`src/rtl/spi_bus_arbiter.sv`:
```
// spi_bus_arbiter: round-robin owner of the single SPI master between the LTC2668 DAC
// and LTC2494 ADC drivers, with per-device CS steering, guard gap and stall timeout.
module spi_bus_arbiter #(
    parameter int unsigned COUNT_W      = 5,
    parameter int unsigned GUARD_CLKS   = 4,
    parameter int unsigned TIMEOUT_CLKS = 1024
) (
    input  logic               i_FPGA_clk,
    input  logic               i_FPGA_rst,
    input  logic               i_DAC_req,
    input  logic [COUNT_W-1:0] i_DAC_count,
    input  logic [7:0]         i_DAC_MOSI,
    input  logic               i_DAC_MOSIdv,
    output logic               o_DAC_MOSI_ready,
    output logic               o_DAC_grant,
    output logic [7:0]         o_DAC_MISO,
    output logic               o_DAC_MISOdv,
    output logic               o_DAC_done,
    input  logic               i_ADC_req,
    input  logic [COUNT_W-1:0] i_ADC_count,
    input  logic [7:0]         i_ADC_MOSI,
    input  logic               i_ADC_MOSIdv,
    output logic               o_ADC_MOSI_ready,
    output logic               o_ADC_grant,
    output logic [7:0]         o_ADC_MISO,
    output logic               o_ADC_MISOdv,
    output logic               o_ADC_done,
    output logic [COUNT_W-1:0] o_MOSI_count,
    output logic [7:0]         o_MOSI,
    output logic               o_MOSIdv,
    input  logic               i_MOSI_ready,
    input  logic               i_MISOdv,
    input  logic [7:0]         i_MISO,
    input  logic               i_SPI_CS,
    output logic               o_DAC_CS,
    output logic               o_ADC_CS,
    output logic               o_busy,
    output logic               o_timeout
);
    localparam int unsigned TO_W = $clog2(TIMEOUT_CLKS + 1);
    localparam int unsigned GD_W = $clog2(GUARD_CLKS + 1);

    typedef enum logic [2:0] {IDLE, GRANT, XFER, DONE, GUARD} state_t;
    state_t state, next_state;

    logic               owner_adc;
    logic               last_adc;
    logic               timed_out;
    logic               cs_q;
    logic [COUNT_W-1:0] bytes_sent;
    logic [TO_W-1:0]    idle_cnt;
    logic [GD_W-1:0]    guard_cnt;

    logic               in_xact;
    logic               grant_dac;
    logic               grant_adc;
    logic               any_req;
    logic               pick_adc;
    logic [COUNT_W-1:0] req_count;
    logic               accept;
    logic               activity;
    logic               cs_rise;
    logic               expire;

    always_ff @(posedge i_FPGA_clk) begin
        if (!i_FPGA_rst) begin
            state        <= IDLE;
            owner_adc    <= 1'b0;
            last_adc     <= 1'b1;
            timed_out    <= 1'b0;
            cs_q         <= 1'b1;
            bytes_sent   <= '0;
            idle_cnt     <= '0;
            guard_cnt    <= '0;
            o_MOSI_count <= '0;
        end else begin
            state <= next_state;
            cs_q  <= i_SPI_CS;
            unique case (state)
                IDLE: begin
                    if (any_req) begin
                        owner_adc    <= pick_adc;
                        o_MOSI_count <= req_count;
                        bytes_sent   <= '0;
                        idle_cnt     <= '0;
                        timed_out    <= 1'b0;
                    end
                end
                GRANT, XFER: begin
                    if (accept) bytes_sent <= bytes_sent + 1'b1;
                    idle_cnt  <= activity ? '0 : idle_cnt + 1'b1;
                    timed_out <= expire;
                end
                DONE: begin
                    last_adc  <= owner_adc;
                    guard_cnt <= '0;
                end
                GUARD: guard_cnt <= guard_cnt + 1'b1;
                default: ;
            endcase
        end
    end

    // DONE plus GUARD_CLKS-1 GUARD cycles plus the IDLE sampling cycle form the gap
    always_comb begin
        next_state = state;
        unique case (state)
            IDLE:  if (any_req) next_state = (req_count == '0) ? DONE : GRANT;
            GRANT: begin
                if (expire)         next_state = DONE;
                else if (!i_SPI_CS) next_state = XFER;
            end
            XFER:  if (expire || (cs_rise && bytes_sent == o_MOSI_count)) next_state = DONE;
            DONE:  next_state = (GUARD_CLKS > 1) ? GUARD : IDLE;
            GUARD: if (guard_cnt == GD_W'(GUARD_CLKS - 2)) next_state = IDLE;
            default: next_state = IDLE;
        endcase
    end

    always_comb begin
        in_xact   = (state == GRANT) || (state == XFER);
        grant_dac = in_xact && !owner_adc;
        grant_adc = in_xact &&  owner_adc;

        any_req   = i_DAC_req || i_ADC_req;
        pick_adc  = i_ADC_req && (!i_DAC_req || !last_adc);
        req_count = pick_adc ? i_ADC_count : i_DAC_count;

        o_DAC_grant = grant_dac;
        o_ADC_grant = grant_adc;
        o_MOSI      = grant_adc ? i_ADC_MOSI : (grant_dac ? i_DAC_MOSI : '0);
        o_MOSIdv    = (grant_dac && i_DAC_MOSIdv) || (grant_adc && i_ADC_MOSIdv);

        o_DAC_MOSI_ready = i_MOSI_ready && grant_dac;
        o_ADC_MOSI_ready = i_MOSI_ready && grant_adc;
        o_DAC_MISO       = i_MISO;
        o_ADC_MISO       = i_MISO;
        o_DAC_MISOdv     = i_MISOdv && grant_dac;
        o_ADC_MISOdv     = i_MISOdv && grant_adc;

        // Reset gates CS directly so both devices deselect before the reset edge
        o_DAC_CS = (grant_dac && i_FPGA_rst) ? i_SPI_CS : 1'b1;
        o_ADC_CS = (grant_adc && i_FPGA_rst) ? i_SPI_CS : 1'b1;

        o_DAC_done = (state == DONE) && !owner_adc;
        o_ADC_done = (state == DONE) &&  owner_adc;
        o_timeout  = (state == DONE) && timed_out;
        o_busy     = (state != IDLE);

        accept   = o_MOSIdv && i_MOSI_ready;
        cs_rise  = !cs_q && i_SPI_CS;
        activity = o_MOSIdv || i_MISOdv || (cs_q != i_SPI_CS);
        expire   = in_xact && !activity && (idle_cnt == TO_W'(TIMEOUT_CLKS - 1));
    end

endmodule
```
`config.mk`:
```
export PLATFORM = sky130hd
export DESIGN_NAME = spi_bus_arbiter
export DESIGN_NICKNAME = d
export VERILOG_FILES = /design/src/rtl/spi_bus_arbiter.sv
export SDC_FILE = /design/constraint.sdc
export NUM_CORES = 1
export LEC_CHECK = 0
export BUFFER_PORTS_ARGS = -buffer_cell sky130_fd_sc_hd__buf_4
export CORE_MARGIN = 2
export CORE_UTILIZATION = 30
export DETAILED_ROUTE_END_ITERATION = 12
export PLACE_DENSITY_LB_ADDON = 0.1
export SLEW_MARGIN = 20
export SYNTH_ARGS = -nofsm -noshare
export SYNTH_HDL_FRONTEND = slang
export SYNTH_SLANG_ARGS = --single-unit
```
`constraint.sdc`:
```
create_clock -name i_FPGA_clk -period 2.6 [get_ports i_FPGA_clk]
set_clock_uncertainty 0.15 [all_clocks]
set_input_delay 0.39 -clock i_FPGA_clk [delete_from_list [all_inputs] [get_ports i_FPGA_clk]]
set_output_delay 0.39 -clock i_FPGA_clk [all_outputs]
set_load 0.02 [all_outputs]
```
==> out/qor.tcl <==
set qor(run_status) {completed}
set qor(hold_violations) 0
set qor(synth_largest_type_area_fraction_pct) 31.3
set qor(worstSkewPairLatency_ns) 0.28
set qor(ir_drop_worst_vdd_mv) 0.368
set qor(route.detailed.vias_per_inst) 4.72
set qor(design.final.nets) 325
set qor(critical_path.slowest_cell) {sky130_fd_sc_hd__dfxtp_1}
set qor(ys_seq_area_share_pct) 31.3
set qor(synthesis.yosys.warnings) 0
set qor(syn-num-nets) 282
set qor(port-buffer-count) 60
set qor(post-place-cells) 347
set qor(power-per-cell-area_mw_per_mm2) 914
set qor(crit_fanout) 18
set qor(synth_seq_cells) 31
set qor(first_pass_grt_wire_length_um) 8230
set qor(multi_input_area_mm2) 0.00117
set qor(final_wirelength_um) 4900
set qor(synth_cell_types) 50
set qor(ant_nets) 0
set qor(layout_worst_path_cycle_share_pct) 85.4
set qor(cts-buffers-inserted) 5
set qor(synth_flop_cell) {sky130_fd_sc_hd__dfxtp_1}
set qor(numClockSinks) 31
set qor(totalNegativeSetupSlack_ns) 0
set qor(die_w_um) 85.4
set qor(instances_no_fill) 355
set qor(die_y_um) 85.4
set qor(clockBufferDepth) 2
set qor(cts_post_setup_buffers_inserted) 0
set qor(first_pass_iters) 4
set qor(post_drt_wl_per_cell_um) 13.8
set qor(synth_top_area_cell) {sky130_fd_sc_hd__dfxtp_1}
set qor(avgSynthCellArea_um2) 8.49
set qor(rsz0062_at_grt) {false}
set qor(timing.critical_path.slowest_cell_delay_ns) 0.66
set qor(synth_enable_flop_cells) 0
set qor(max-slew-margin-rel_pct) 64.2
set qor(tritoncts) {built}
set qor(floorplan.initialDensity_pct) 31.1
set qor(post_cts_resized) 0
set qor(area_enclosed_by_the_die_boundary_mm2) 0.00729
set qor(routed-via-count) 1675
set qor(insertedDiodeCount) 0
set qor(core_area_mm2) 0.00639
set qor(cp_top_family) {flip-flops}
set qor(hold_buffers) 0
set qor(track_usage_pct) 14.1
set qor(area_growth_syn_to_layout_pct) 23.8
set qor(mappedNetlistArea_mm2) 0.00199
set qor(overflow) 0
set qor(synthMostInstantiatedCell) {sky130_fd_sc_hd__dfxtp_1}
set qor(grt_max_degree) 20
set qor(synthTopCellsByArea) {sky130_fd_sc_hd__dfxtp_1 (31%), sky130_fd_sc_hd__mux2i_1 (7.1%), sky130_fd_sc_hd__buf_4 (6.4%)}
set qor(gpl.final_weighted_congestion) 0.735
set qor(drive_gt1_share_pct) 30.2
set qor(n_fill_cell) 682
set qor(layout_min_cycle_time_ns) 2.22
set qor(clkTransAtPathRegs_ns) 0.07
set qor(ys_async_sr_fraction_pct) 0
set qor(setup-violations-final) 0
set qor(route.detailed.drc) 0
set qor(worst_hold_path_type) {primary input to flop}
set qor(end_kind) {output pin}
set qor(worstPathRequired_ns) 2.06
set qor(hpwlAfterDp_um) 3730
set qor(worstSetupPathType) {flop to output pin}
set qor(design.portCount) 85
set qor(crit_path_cell_trace) {nand2b_2 -> nor2_1 -> nand2_1 -> buf_4}
set qor(total_number_of_h_tree_levels) 2
set qor(critPathBufInv) 1
set qor(start_kind) {flop}
set qor(worst_slack_ns) 0.379
set qor(worst_ep_arrival_time_ns) 1.68
set qor(initialDrtViolationCount) 47
set qor(worstMarginPinSlew_ns) 0.534
set qor(register_area_um2) 621
set qor(top_post_synthesis_cells_by_count) {sky130_fd_sc_hd__dfxtp_1 (31), sky130_fd_sc_hd__nor2_1 (30), sky130_fd_sc_hd__nand2_1 (21)}
set qor(rows) 29
set qor(pre_cts_slack_ns) 0.534
set qor(grt_antenna_before_repair) 0
set qor(maxSlewViolCount) 0
set qor(synthCells) 234
set qor(vias_in_the_first_global_route) 1592
set qor(leakage_power_nw) 1.06
set qor(drv.max_cap_violation_count) 0
set qor(root_buffer) {sky130_fd_sc_hd__clkbuf_8}
set qor(timing.fmax_mhz) 450
[cell families (layout without fill, tap and decap cells)]
kind of cell	after synthesis	count (layout)	share of synthesized area (%)
buffers and inverters	31	75	9.89
AO/OA/AOI/OAI	31	31	11.6
flip-flops	31	31	31.3
multiplexers	15	15	8.19
AND/OR/NAND/NOR	102	102	27.2
XOR/XNOR	19	19	8.76
adder cells (fa/ha/maj)	5	5	3.15
[registers in the layout (all words and copies together) (netlist names)]
register / cells
owner_adc: 1
idle_cnt: 11
cs_q: 1
bytes_sent: 5
o_MOSI_count: 5
timed_out: 1
last_adc: 1
state: 3
guard_cnt: 3
[cell type report]
class | instances | area share (%)
clock buffer | 6 | 2.95
clock inverter | 2 | 0.509
inverter | 4 | 0.611
multi-input combinational | 172 | 47.5
sequential | 31 | 25.2
tap | 77 | 3.92
timing repair buffer | 63 | 19.2
[through the flow]
step                util (%)  total power [W]  hold WS [ns]  instance area, um2
finish                  38.5          0.00225         0.196                2460
global route            38.5          0.00242         0.209                2460
CTS                     38.5          0.00228         0.187                2460
detailed placement      37.2          0.00190         0.317                2370
global placement        37.2          0.00190         0.314                2370
floorplan                  -          0.00152         0.289                1990
[placed cells by master (no fill, tap or decap), types with 2 or more instances in the layout]
| cell type | count |
|---|---|
| sky130_fd_sc_hd__nor2b_1 | 4 |
| sky130_fd_sc_hd__inv_1 | 4 |
| sky130_fd_sc_hd__nand2_1 | 21 |
| sky130_fd_sc_hd__nand2b_1 | 2 |
| sky130_fd_sc_hd__o21ai_0 | 4 |
| sky130_fd_sc_hd__and2_1 | 2 |
| sky130_fd_sc_hd__xor2_1 | 8 |
| sky130_fd_sc_hd__a21oi_1 | 7 |
| sky130_fd_sc_hd__nor4_1 | 3 |
| sky130_fd_sc_hd__ha_1 | 5 |
| sky130_fd_sc_hd__nor2_1 | 30 |
| sky130_fd_sc_hd__nand3_1 | 9 |
| sky130_fd_sc_hd__o21ai_2 | 2 |
| sky130_fd_sc_hd__clkbuf_8 | 5 |
| sky130_fd_sc_hd__or3_1 | 2 |
| sky130_fd_sc_hd__and3_1 | 6 |
| sky130_fd_sc_hd__a311oi_1 | 2 |
| sky130_fd_sc_hd__buf_4 | 63 |
| sky130_fd_sc_hd__mux2i_1 | 14 |
| sky130_fd_sc_hd__o211a_1 | 5 |
| sky130_fd_sc_hd__nor3_1 | 5 |
| sky130_fd_sc_hd__dfxtp_1 | 31 |
| sky130_fd_sc_hd__a21boi_0 | 3 |
| sky130_fd_sc_hd__xnor2_1 | 10 |
| sky130_fd_sc_hd__nand4_1 | 3 |
| sky130_fd_sc_hd__or4_4 | 2 |
| sky130_fd_sc_hd__a21oi_2 | 2 |
[power by group]
group          switching, W  internal (W)  leakage, nW
Sequential         0.000111      0.000552        0.252
Clock              0.000183      0.000187       0.0412
Combinational      0.000706      0.000508        0.765
Total               0.00100       0.00125         1.06
[routing by layer]
layer | up-vias | routed length (um) | GRT usage [%]
met3 | 4 | 218 | 3.60
met4 | 0 | 46 | 4.62
met2 | 35 | 2160 | 20.8
met1 | 752 | 2480 | 20.0
met5 | - | 0 | 0
li1 | 884 | - | -
[worst register-to-register path: cells and delay by family, from the launching register on]
| family | cells | cell delay, ns |
|---|---|---|
| and+or+nand+nor | 2 | 0.83 |
| DFF | 1 | 0.50 |
| AOI/OAI and AO/OA | 2 | 0.33 |
| xor gates and xnor gates | 1 | 0.21 |
[path summary, 6_finish.rpt]
kind                             startpoint          end  slack (ns)  cells past startpoint
worst min register to register  idle_cnt[1]  idle_cnt[1]        0.32                      2
worst min-delay path               i_SPI_CS         cs_q        0.20                      3
worst max register to register     state[1]     state[0]        0.51                      5
worst max-delay path               state[2]     o_ADC_CS        0.38                      4
Power figures use the tool's default switching activity.
